**src/rtl/alu_seq_datapath.sv**
```systemverilog
// rtl/alu_seq_datapath.sv - multi-cycle ALU datapath with FSM, serial SHL and shift-add MUL
// Optional sticky overflow flag enabled by defining ALU_STICKY_OVF_EN.
module alu_seq_datapath #(
  parameter int DATA_WIDTH = 8
) (
  input  logic                  clk,
  input  logic                  reset,
  input  logic [DATA_WIDTH-1:0] alu_data,
  input  logic [2:0]            opcode_value,
  input  logic                  store_a,
  input  logic                  store_b,
  input  logic                  start,
  output logic                  busy,
  output logic                  alu_done,
  output logic [DATA_WIDTH-1:0] result,
  output logic                  overflow
`ifdef ALU_STICKY_OVF_EN
  ,
  input  logic                  clear_sticky,
  output logic                  overflow_sticky
`endif
);
  localparam int W       = DATA_WIDTH;
  localparam int SHAMT_W = $clog2(DATA_WIDTH);

  typedef enum logic [1:0] {S_IDLE, S_EXEC, S_DONE} state_t;

  localparam logic [2:0] OP_ADD  = 3'd0;
  localparam logic [2:0] OP_SUB  = 3'd1;
  localparam logic [2:0] OP_PAR  = 3'd2;
  localparam logic [2:0] OP_COMP = 3'd3;
  localparam logic [2:0] OP_AND  = 3'd4;
  localparam logic [2:0] OP_OR   = 3'd5;
  localparam logic [2:0] OP_SHL  = 3'd6;
  localparam logic [2:0] OP_MUL  = 3'd7;

  state_t             r_state;
  logic [W-1:0]       r_buf_a;
  logic [W-1:0]       r_buf_b;
  logic [W-1:0]       r_a;
  logic [W-1:0]       r_b;
  logic [W-1:0]       r_result;
  logic [2:0]         r_op;
  logic [2*W-1:0]     r_mc;
  logic [2*W-1:0]     r_acc;
  logic [SHAMT_W-1:0] r_cnt;
  logic               r_sovf;
  logic               r_ovf;
  logic               r_done;

  logic [SHAMT_W-1:0] w_shamt;
  logic [W:0]         w_sum;
  logic [2*W-1:0]     w_acc_next;
  logic               w_fin;
  logic [W-1:0]       w_fin_res;
  logic               w_fin_ovf;

  assign w_shamt    = r_b[SHAMT_W-1:0];
  assign w_sum      = {1'b0, r_a} + {1'b0, r_b};
  // MUL consumes the multiplier LSB-first from r_b while r_mc walks left
  assign w_acc_next = r_b[0] ? (r_acc + r_mc) : r_acc;

  always_comb begin
    w_fin     = 1'b1;
    w_fin_res = '0;
    w_fin_ovf = 1'b0;
    case (r_op)
      OP_ADD: begin
        w_fin_res = w_sum[W-1:0];
        w_fin_ovf = w_sum[W];
      end
      OP_SUB: begin
        w_fin_res = r_a - r_b;
        w_fin_ovf = (r_a < r_b);
      end
      OP_PAR:  w_fin_res = {{(W-1){1'b0}}, ^(r_a ^ r_b)};
      OP_COMP: begin
        if (r_a > r_b)      w_fin_res = W'(1);
        else if (r_a < r_b) w_fin_res = W'(2);
      end
      OP_AND:  w_fin_res = r_a & r_b;
      OP_OR:   w_fin_res = r_a | r_b;
      OP_SHL: begin
        if (w_shamt == '0) begin
          w_fin_res = r_a;
        end else begin
          w_fin     = (r_cnt == w_shamt - SHAMT_W'(1));
          w_fin_res = r_a << 1;
          w_fin_ovf = r_sovf | r_a[W-1];
        end
      end
      OP_MUL: begin
        w_fin     = (r_cnt == SHAMT_W'(W - 1));
        w_fin_res = w_acc_next[W-1:0];
        w_fin_ovf = |w_acc_next[2*W-1:W];
      end
    endcase
  end

  always_ff @(posedge clk) begin
    if (reset) begin
      r_state  <= S_IDLE;
      r_buf_a  <= '0;
      r_buf_b  <= '0;
      r_a      <= '0;
      r_b      <= '0;
      r_op     <= '0;
      r_mc     <= '0;
      r_acc    <= '0;
      r_cnt    <= '0;
      r_sovf   <= 1'b0;
      r_result <= '0;
      r_ovf    <= 1'b0;
      r_done   <= 1'b0;
    end else begin
      r_result <= '0;
      r_ovf    <= 1'b0;
      r_done   <= 1'b0;
      case (r_state)
        S_IDLE: begin
          if (store_a) begin
            r_buf_a <= alu_data;
          end else if (store_b) begin
            r_buf_b <= alu_data;
          end else if (start) begin
            r_op    <= opcode_value;
            r_a     <= r_buf_a;
            r_b     <= r_buf_b;
            r_mc    <= {{W{1'b0}}, r_buf_a};
            r_acc   <= '0;
            r_cnt   <= '0;
            r_sovf  <= 1'b0;
            r_state <= S_EXEC;
          end
        end
        S_EXEC: begin
          if (r_op == OP_SHL && w_shamt != '0) begin
            r_a    <= r_a << 1;
            r_sovf <= r_sovf | r_a[W-1];
            r_cnt  <= r_cnt + SHAMT_W'(1);
          end else if (r_op == OP_MUL) begin
            r_acc <= w_acc_next;
            r_mc  <= r_mc << 1;
            r_b   <= r_b >> 1;
            r_cnt <= r_cnt + SHAMT_W'(1);
          end
          if (w_fin) begin
            r_result <= w_fin_res;
            r_ovf    <= w_fin_ovf;
            r_done   <= 1'b1;
            r_state  <= S_DONE;
          end
        end
        S_DONE:  r_state <= S_IDLE;
        default: r_state <= S_IDLE;
      endcase
    end
  end

  assign busy     = (r_state != S_IDLE);
  assign alu_done = r_done;
  assign result   = r_result;
  assign overflow = r_ovf;

`ifdef ALU_STICKY_OVF_EN
  logic r_sticky;

  // a set in the same cycle as a clear wins
  always_ff @(posedge clk) begin
    if (reset)                r_sticky <= 1'b0;
    else if (r_done && r_ovf) r_sticky <= 1'b1;
    else if (clear_sticky)    r_sticky <= 1'b0;
  end

  assign overflow_sticky = r_sticky;
`endif

endmodule

```
**config.mk**
```make
export PLATFORM = sky130hd
export DESIGN_NAME = alu_seq_datapath
export DESIGN_NICKNAME = d
export VERILOG_FILES = /design/src/rtl/alu_seq_datapath.sv
export SDC_FILE = /design/constraint.sdc
export NUM_CORES = 1
export LEC_CHECK = 0
export BUFFER_PORTS_ARGS = -buffer_cell sky130_fd_sc_hd__buf_2
export CORE_UTILIZATION = 30
export CTS_CLUSTER_DIAMETER = 40
export CTS_CLUSTER_SIZE = 30
export DETAILED_ROUTE_END_ITERATION = 6
export PLACE_DENSITY = 0.46
export SLEW_MARGIN = 20
export SYNTH_ARGS = -nofsm -noshare
export SYNTH_HDL_FRONTEND = slang
export SYNTH_SLANG_ARGS = --single-unit
```
**constraint.sdc**
```tcl
create_clock -name clk -period 3.72 [get_ports clk]
set_input_delay 0.558 -clock clk [delete_from_list [all_inputs] [get_ports clk]]
set_output_delay 0.558 -clock clk [all_outputs]
set_load 0.02 [all_outputs]
```
==> summary.md, run 1 <==
| Metric | Value |
|---|---|
| TritonCTS clock tree | done |
| Net Sw Frac | 27.0% |
| Area Growth Syn to Fin | 12.4% |
| Worst-skew pair later-pin latency | 0.35 ns |
| CP max stage delay | 0.76 ns |
| Post-route antenna net violation count | 0 |
| Register area share after synthesis | 30.7% |
| GRT overflow | 0 |
| Crit Path Category | register to register |
| Critical Path Slowest Stage Cell | dfxtp_1 |
| Hold Vio Cnt, Final | 0 |
| CP Buf/Inv Count | 1 |
| Post-synth ARST share | 0% |
| Worst-path clk slew | 0.06 ns |
| Post-synth EDFFs | 0 |
| Netlist Area Pre-Place | 5410 µm² |
| Comb pwr share | 15.1% |
| DRT Pass-1 Iters | 5 |
| Power Density | 377 nW/µm² |
| Clk network pwr share | 43.8% |
| Hold WC Path Type | input port to register |
| Slew margin rel. | 47.5% |
| Clock Sinks | 83 |
| Critical path peak fanout | 17 |
| Routability cong. | 0.856 |
| Multi-input logic area | 3470 µm² |
| Largest net degree at the start of global routing | 74 |
| Storage cell area | 1660 µm² |
| Layout cells sized above 1 | 9.96% |
| First-pass GRT wire length | 25.3 mm |
| Max_cap viols | 0 |
| Via density | 5.26 |
| Final nets | 756 |
| Port Buffers | 26 |
| Unrepaired setup endpoints after global routing | false |
| Vias | 4833 |
| Mapped Nets | 744 |
| Die Width | 136 µm |
| Fill cell count | 1822 |
| CP startpoint kind | register |
| Iteration-0 DRC Markers | 353 |
| LEAKAGE | 2.38 nW |
| Cell Rows | 48 |
| Critical path arrival | 3.37 ns |
| Clock buffers created by TritonCTS | 9 |
| Final Cycle Share | 83.3% |
| Die ar. | 18600 µm² |
| Largest delay share family, worst path | simple AND/OR/NAND/NOR gates |
| DR DRC count | 0 |
| Most used DFF post-synth | dfxtp_1 |
| Most common cell after layout, fill and taps aside | nand2_1 |
| Cts repair resizes | 0 |
| Power Internal | 0.00167 W |
| Final WL | 15.8 mm |
| Yosys warns | 0 |
| DP Wirelength | 11.8 mm |
| Hold buffer count at CTS | 0 |
| Inst Count DP | 902 |
| Final Max Tran Viols | 0 |
| Crit path cell chain | inv_1 -> ha_1 -> or3_1 -> nor2_1 -> a221o_1 -> o21ai_0 -> a21oi_1 |
| CTS H-Tree Depth | 3 |
| Most frequent cells in the layout | nand2_1, dfxtp_1, nor2_1 |
| Critical Path RT | 3.99 ns |
| Die height | 136 µm |
| Sw Pwr | 0.000620 W |
| Yosys cell types | 67 |
| Register bit total from synthesis | 83 |
| Diodes inserted | 0 |
| Fmax | 0.323 GHz |
| Non-Filler Instances | 918 |
| Crit. End Element | register |
| Clock Skew | 0.00920 ns |
| Syn Area/Cell | 8.01 µm² |
| Initial antenna violation count | 0 |
| Final Util | 34.8% |
| Starting Density | 31.0% |
| Final setup violation count | 0 |
| Status | complete, no violations |
| Vias in the first global route | 4640 |
| Actual slew at the worst max-slew pin | 0.788 ns |
| Seq pwr share | 41.1% |
| CORE AREA | 17500 µm² |
| Io pins | 27 |
| Crit path time final | 3.10 ns |
| Clock buffer depth | 2 |
| Synth Instances | 676 |
| Total Power | 0.00229 W |
| Max VDD drop | 0.211 mV |
| Sum Neg Setup Slack | 0 ns |
| Root Driver | clkbuf_16 |
| Total GRT Usage | 17.9% |
| Avg WL per Cell | 17.2 µm |
| # Post-CTS Setup Buffers | 0 |
==> worst register-to-register path, stage by stage (launching register included) <==
cell     delay, ns
dfxtp_1       0.76
inv_1         0.31
ha_1          0.27
or3_1         0.52
nor2_1        0.66
a221o_1       0.25
o21ai_0       0.08
a21oi_1       0.18
==> flip-flops by register name, indices dropped and copies added, names as in the netlist <==
signal / count
r_acc: 16
r_mc: 16
r_a: 8
r_b: 8
r_buf_a: 8
r_buf_b: 8
result: 8
r_cnt: 3
r_op: 3
r_state: 2
alu_done: 1
overflow: 1
r_sovf: 1
==> power by group through the flow <==
| stage | registers, W | logic [W] | clock network [W] |
|---|---|---|---|
| 6_report | 0.000943 | 0.000346 | 0.00101 |
| 5_1_grt | 0.000947 | 0.000383 | 0.00108 |
| 4_1_cts | 0.000943 | 0.000344 | 0.00104 |
| 3_5_place_dp | 0.000964 | 0.000343 | 0 |
| 3_3_place_gp | 0.000962 | 0.000346 | 0 |
| 2_1_floorplan | 0.000952 | 0.000259 | 0 |
==> per-layer routing <==
metal | part of all wire (%) | wire length [µm] | vias to the layer above | global-route usage [%]
li1 | - | - | 2444 | -
met3 | 4.0 | 625 | 16 | 3.54
met2 | 45 | 7180 | 100 | 27.9
met1 | 49 | 7770 | 2273 | 24.5
met4 | 1.5 | 237 | 0 | 5.62
met5 | 0 | 0 | - | 0
==> worst paths after layout <==
kind,slack (ns),cells past startpoint,endpoint,startpoint
worst min register to register,0.46,2,r_buf_b[3],r_buf_b[3]
worst min-delay path,0.45,3,r_op[2],opcode_value[2]
worst max register to register,0.62,7,result[2],r_op[2]
worst max-delay path,0.62,7,result[2],r_op[2]
==> through the flow <==
step	hold WS, ns	cell area (µm²)	setup slack (ns)
2_1_floorplan	0.437	5410	0.815
3_3_place_gp	0.449	5750	0.710
3_5_place_dp	0.450	5750	0.719
4_1_cts	0.442	6080	0.689
5_1_grt	0.455	6080	0.480
6_report	0.449	6080	0.620
==> layout make-up <==
cell class | count | area share (%)
well taps | 225 | 4.63
multi-input cells | 522 | 57.0
clock inverters | 3 | 1.13
flip-flops and latches | 83 | 27.3
inverters | 36 | 2.22
clock buffers | 13 | 4.28
repair buffers | 36 | 3.37
==> synthesized netlist by cell type, types with 5 or more instances <==
cell,n,area share (%)
nor2_1,76,5.3
nand3_1,14,1.3
mux2i_1,12,2.2
nand2_1,97,6.7
a311oi_1,17,2.8
inv_1,35,2.4
dfxtp_1,83,31
a21oi_1,55,5.1
nor2b_1,6,0.69
a211oi_1,5,0.69
o21ai_0,21,1.9
o211ai_1,6,0.83
ha_1,49,11
a31oi_1,14,1.6
clkbuf_1,25,1.7
xnor2_1,19,3.1
nor3_1,7,0.65
a22oi_1,16,2.2
buf_2,8,0.74
a21o_1,8,1.1
a32oi_1,7,1.1
xor2_1,9,1.5
==> kinds of logic (layout without fill, tap and decap cells) <==
logic type,count (synthesis),count (layout),share of synthesized area [%]
compound gates,195,195,24.8
xor+xnor,28,28,4.53
fa+ha+maj,52,52,12.4
buf+inv,71,88,5.18
flops,83,83,30.7
mux,18,18,3.75
simple gates,229,229,18.6
Power figures use the tool's default switching activity.
==> run 2, diff against run 1 <==
--- a/config.mk
+++ b/config.mk
@@ -5,6 +5,7 @@
 export SDC_FILE = /design/constraint.sdc
 export NUM_CORES = 1
 export LEC_CHECK = 0
+export ABC_AREA = 1
 export BUFFER_PORTS_ARGS = -buffer_cell sky130_fd_sc_hd__buf_2
 export CORE_UTILIZATION = 30
 export CTS_CLUSTER_DIAMETER = 40
==> constraint.sdc (replaced) <==
create_clock -name clk -period 3 [get_ports clk]
set_input_delay 0.45 -clock clk [delete_from_list [all_inputs] [get_ports clk]]
set_output_delay 0.45 -clock clk [all_outputs]
set_load 0.02 [all_outputs]
==> run 2 against run 1 <==
Against the previous run: the run now ends with design-rule violations left; final cell count is 21% higher; worst setup slack worse by 0.19 ns; clock power rose by 21%; synthesized area up 3.2%; sequential share of layout area down 0.92 points; global-route usage shrank 0.15 points; via count increased by 9.1%; utilization is essentially flat; hold slack lost 0.13 ns; design area is 3.5% higher; critical path type unchanged.
==> summary.md, run 2 <==
| Metric | Value |
|---|---|
| Status | finished, violations left |
| Failing checks | design-rule violations |
| Total Power | 0.00292 W (+27%) |
| Post-synth ARST share | 0% (unchanged) |
| Mapped Nets | 922 (+24%) |
| DP Wirelength | 12.4 mm (+4.9%) |
| Cell Rows | 49 (+2.1%) |
| Layout cells sized above 1 | 8.74% (-1.2 points) |
| Post-route antenna net violation count | 0 (unchanged) |
| Reg2reg start | r_b[2] |
| Syn Area/Cell | 6.54 µm² (-18%) |
| Beginning of the worst hold path | alu_data[3] |
| Iteration-0 DRC Markers | 332 (-5.9%) |
| Clock Skew | 0.0149 ns (+0.00573 ns) |
| Final WL | 16.5 mm (+4.4%) |
| CORE AREA | 18100 µm² (+3.5%) |
| TritonCTS clock tree | done |
| Cts repair resizes | 0 (unchanged) |
| Critical path peak fanout | 7 (-10) |
| Vias | 5271 (+9.1%) |
| Hold buffer count at CTS | 0 (unchanged) |
| Most common cell in the synthesized netlist | nand2_1 |
| CTS H-Tree Depth | 3 (unchanged) |
| Root Driver | clkbuf_16 |
| Critical Path RT | 3.27 ns (-0.72 ns) |
| Most used DFF post-synth | dfxtp_1 |
| Crit. End Element | register |
| CP Buf/Inv Count | 2 (+1) |
| Yosys top cell area share | 29.7% (-0.96 points) |
| Worst R2R End | overflow |
| Multi-input logic area | 3420 µm² (-1.6%) |
| Synth top cells by count | nand2_1, inv_1, dfxtp_1 |
| Max VDD drop | 0.276 mV (+31%) |
| Clk network pwr share | 41.7% (-2.1 points) |
| Hold Path Sink | r_buf_b[3] |
| Max_cap viols | 0 (unchanged) |
| Initial antenna violation count | 0 (unchanged) |
| Final Cycle Share | 85.7% (+2.4 points) |
| Die Width | 138 µm (+1.6%) |
| Port Buffers | 26 (unchanged) |
| Sw Pwr | 0.000930 W (+50%) |
| Via density | 4.75 (-9.8%) |
| Vias in the first global route | 4922 (+6.1%) |
| Crit path cell chain | inv_2 -> ha_1 -> ha_1 -> inv_1 -> o21ai_0 -> a21boi_0 -> o21ai_0 -> a31oi_1 -> o21a_1 -> a21oi_1 |
| Storage cell area | 1660 µm² (unchanged) |
| Netlist Area Pre-Place | 5590 µm² (+3.2%) |
| Yosys cell types | 42 (-37%) |
| Register bit total from synthesis | 83 (unchanged) |
| Final Util | 34.8% (about the same) |
| Hold Vio Cnt, Final | 0 (unchanged) |
| Comb pwr share | 17.5% (+2.4 points) |
| Unrepaired setup endpoints after global routing | false |
| Clock buffer depth | 2 (unchanged) |
| Top cell type by total area after synthesis | dfxtp_1 |
| Crit Path Category | register to register |
| Net Sw Frac | 31.8% (+4.8 points) |
| Largest net degree at the start of global routing | 40 (-46%) |
| Io pins | 27 (unchanged) |
| Fmax | 0.389 GHz (+21%) |
| Register area share after synthesis | 29.7% (-0.96 points) |
| Total GRT Usage | 17.7% (-0.15 points) |
| Area Growth Syn to Fin | 12.7% |
| Actual slew at the worst max-slew pin | 0.571 ns (-0.217 ns) |
| Cells on worst reg2reg path | 10 (+3) |
| Regs by FF count | r_acc x16, r_mc x16 |
| Diodes inserted | 0 (unchanged) |
| Critical Path Slowest Stage Cell | dfxtp_1 |
| Critical path arrival | 2.84 ns (-0.53 ns) |
| Final Max Tran Viols | 0 (unchanged) |
| DRT Pass-1 Iters | 7 (+2) |
| Die height | 138 µm (+1.6%) |
| Clock Sinks | 83 (unchanged) |
| DR DRC count | 2 (+2) |
| Most frequent cells in the layout | nand2_1, inv_1, dfxtp_1 |
| Sum Neg Setup Slack | 0 ns (unchanged) |
| Inst Count DP | 1094 (+21%) |
| Worst-skew pair later-pin latency | 0.36 ns (about the same) |
| Power Density | 464 nW/µm² (+23%) |
| Avg WL per Cell | 14.9 µm (-14%) |
| Final nets | 944 (+25%) |
| CP max stage delay | 0.45 ns (-0.31 ns) |
| Crit path time final | 2.57 ns (-0.528 ns) |
| LEAKAGE | 2.77 nW (+16%) |
| Slew margin rel. | 61.6% (+14 points) |
| CP startpoint kind | register |
| Hold WC Path Type | input port to register |
| Yosys warns | 0 (unchanged) |
| Most common cell after layout, fill and taps aside | nand2_1 |
| Routability cong. | 0.856 (about the same) |
| Post-synth EDFFs | 0 (unchanged) |
| Top post-synthesis cells by area | dfxtp_1, nand2_1, ha_1 |
| Final setup violation count | 0 (unchanged) |
| Hold path cells | 3 (unchanged) |
| Clock buffers created by TritonCTS | 9 (unchanged) |
| Seq pwr share | 40.8% (-0.3 points) |
| Fill cell count | 1995 (+9.5%) |
| Starting Density | 30.9% (-0.082 points) |
| Non-Filler Instances | 1110 (+21%) |
| Reg2reg setup slack | 0.43 ns (-0.19 ns) |
| First-pass GRT wire length | 26.6 mm (+5.2%) |
| # Post-CTS Setup Buffers | 0 (unchanged) |
| Die ar. | 19200 µm² (+3.2%) |
| Synth Instances | 854 (+26%) |
| GRT overflow | 0 (unchanged) |
| Power Internal | 0.00199 W (+19%) |
| Worst-path clk slew | 0.08 ns (+0.02 ns) |
| Largest delay share family, worst path | compound AO/OA/AOI/OAI gates |
-- run 2: cell count changes after synthesis, sizes merged, moves of 8 or more --
cell	previous run	this run
nand2	97	249
inv	36	104
o21ai	23	65
nand3	14	50
a21oi	57	76
a311oi	18	0
a22oi	16	1
mux2i	12	0
a31oi	14	24
nor2	77	67
or2	0	10
xnor2	19	10
a21o	8	0
-- run 2: power groups by stage --
| stage | registers, W | clock network, W | logic (W) |
|---|---|---|---|
| 3_3_place_gp | 0.00122 | 0 | 0.000514 |
| 2_1_floorplan | 0.00120 | 0 | 0.000372 |
| 4_1_cts | 0.00119 | 0.00125 | 0.000509 |
| 5_1_grt | 0.00120 | 0.00129 | 0.000581 |
| 3_5_place_dp | 0.00122 | 0 | 0.000508 |
| 6_report | 0.00119 | 0.00122 | 0.000511 |
-- run 2: layout make-up --
type | instances | area share, %
inverters | 104 | 6.20
clock inverters | 7 | 1.49
repair buffers | 38 | 3.50
multi-input cells | 640 | 54.3
clock buffers | 9 | 3.58
flip-flops and latches | 83 | 26.4
well taps | 229 | 4.55
-- run 2: worst register-to-register path: stages, from the launching register on --
cell      delay (ns)
dfxtp_1         0.45
inv_2           0.08
ha_1            0.45
ha_1            0.20
inv_1           0.03
o21ai_0         0.31
a21boi_0        0.21
o21ai_0         0.30
a31oi_1         0.12
o21a_1          0.13
a21oi_1         0.20
-- run 2: routing by layer --
layer / share of wire (%) / vias up / GRT usage (%)
met5: 0 / - / 0
met4: 1.2 / 0 / 4.55
met3: 4.2 / 15 / 3.26
met2: 39 / 104 / 24.8
met1: 55 / 2327 / 27.2
li1: - / 2825 / -
-- run 2: metrics by stage --
| stage | setup slack, ns | cell area [µm²] | hold slack, ns |
|---|---|---|---|
| 4_1_cts | 0.458 | 6290 | 0.316 |
| 2_1_floorplan | 0.907 | 5590 | 0.440 |
| 3_5_place_dp | 0.479 | 5970 | 0.456 |
| 3_3_place_gp | 0.421 | 5970 | 0.456 |
| 6_report | 0.428 | 6290 | 0.324 |
| 5_1_grt | 0.275 | 6290 | 0.335 |
-- run 2: worst max-delay path by stage --
stage                      start        to  slack, ns  cells after the start
final                     r_b[2]  overflow       0.43                     10
after global routing      r_a[3]  overflow       0.27                     10
after CTS                 r_a[3]  overflow       0.46                     10
after detailed placement  r_b[2]  overflow       0.48                     10
after global placement    r_a[3]  overflow       0.42                     10
after floorplan           r_b[0]    r_b[2]       0.91                     14
-- run 2: cell families (layout without fill, tap and decap cells) --
| group | after synthesis | after routing | share of synthesized area, % |
|---|---|---|---|
| flops | 83 | 83 | 29.7 |
| compound gates | 182 | 182 | 17.9 |
| simple gates | 390 | 390 | 28.7 |
| fa+ha+maj | 52 | 52 | 12.1 |
| xor+xnor | 16 | 16 | 2.51 |
| buf+inv | 131 | 158 | 9.09 |
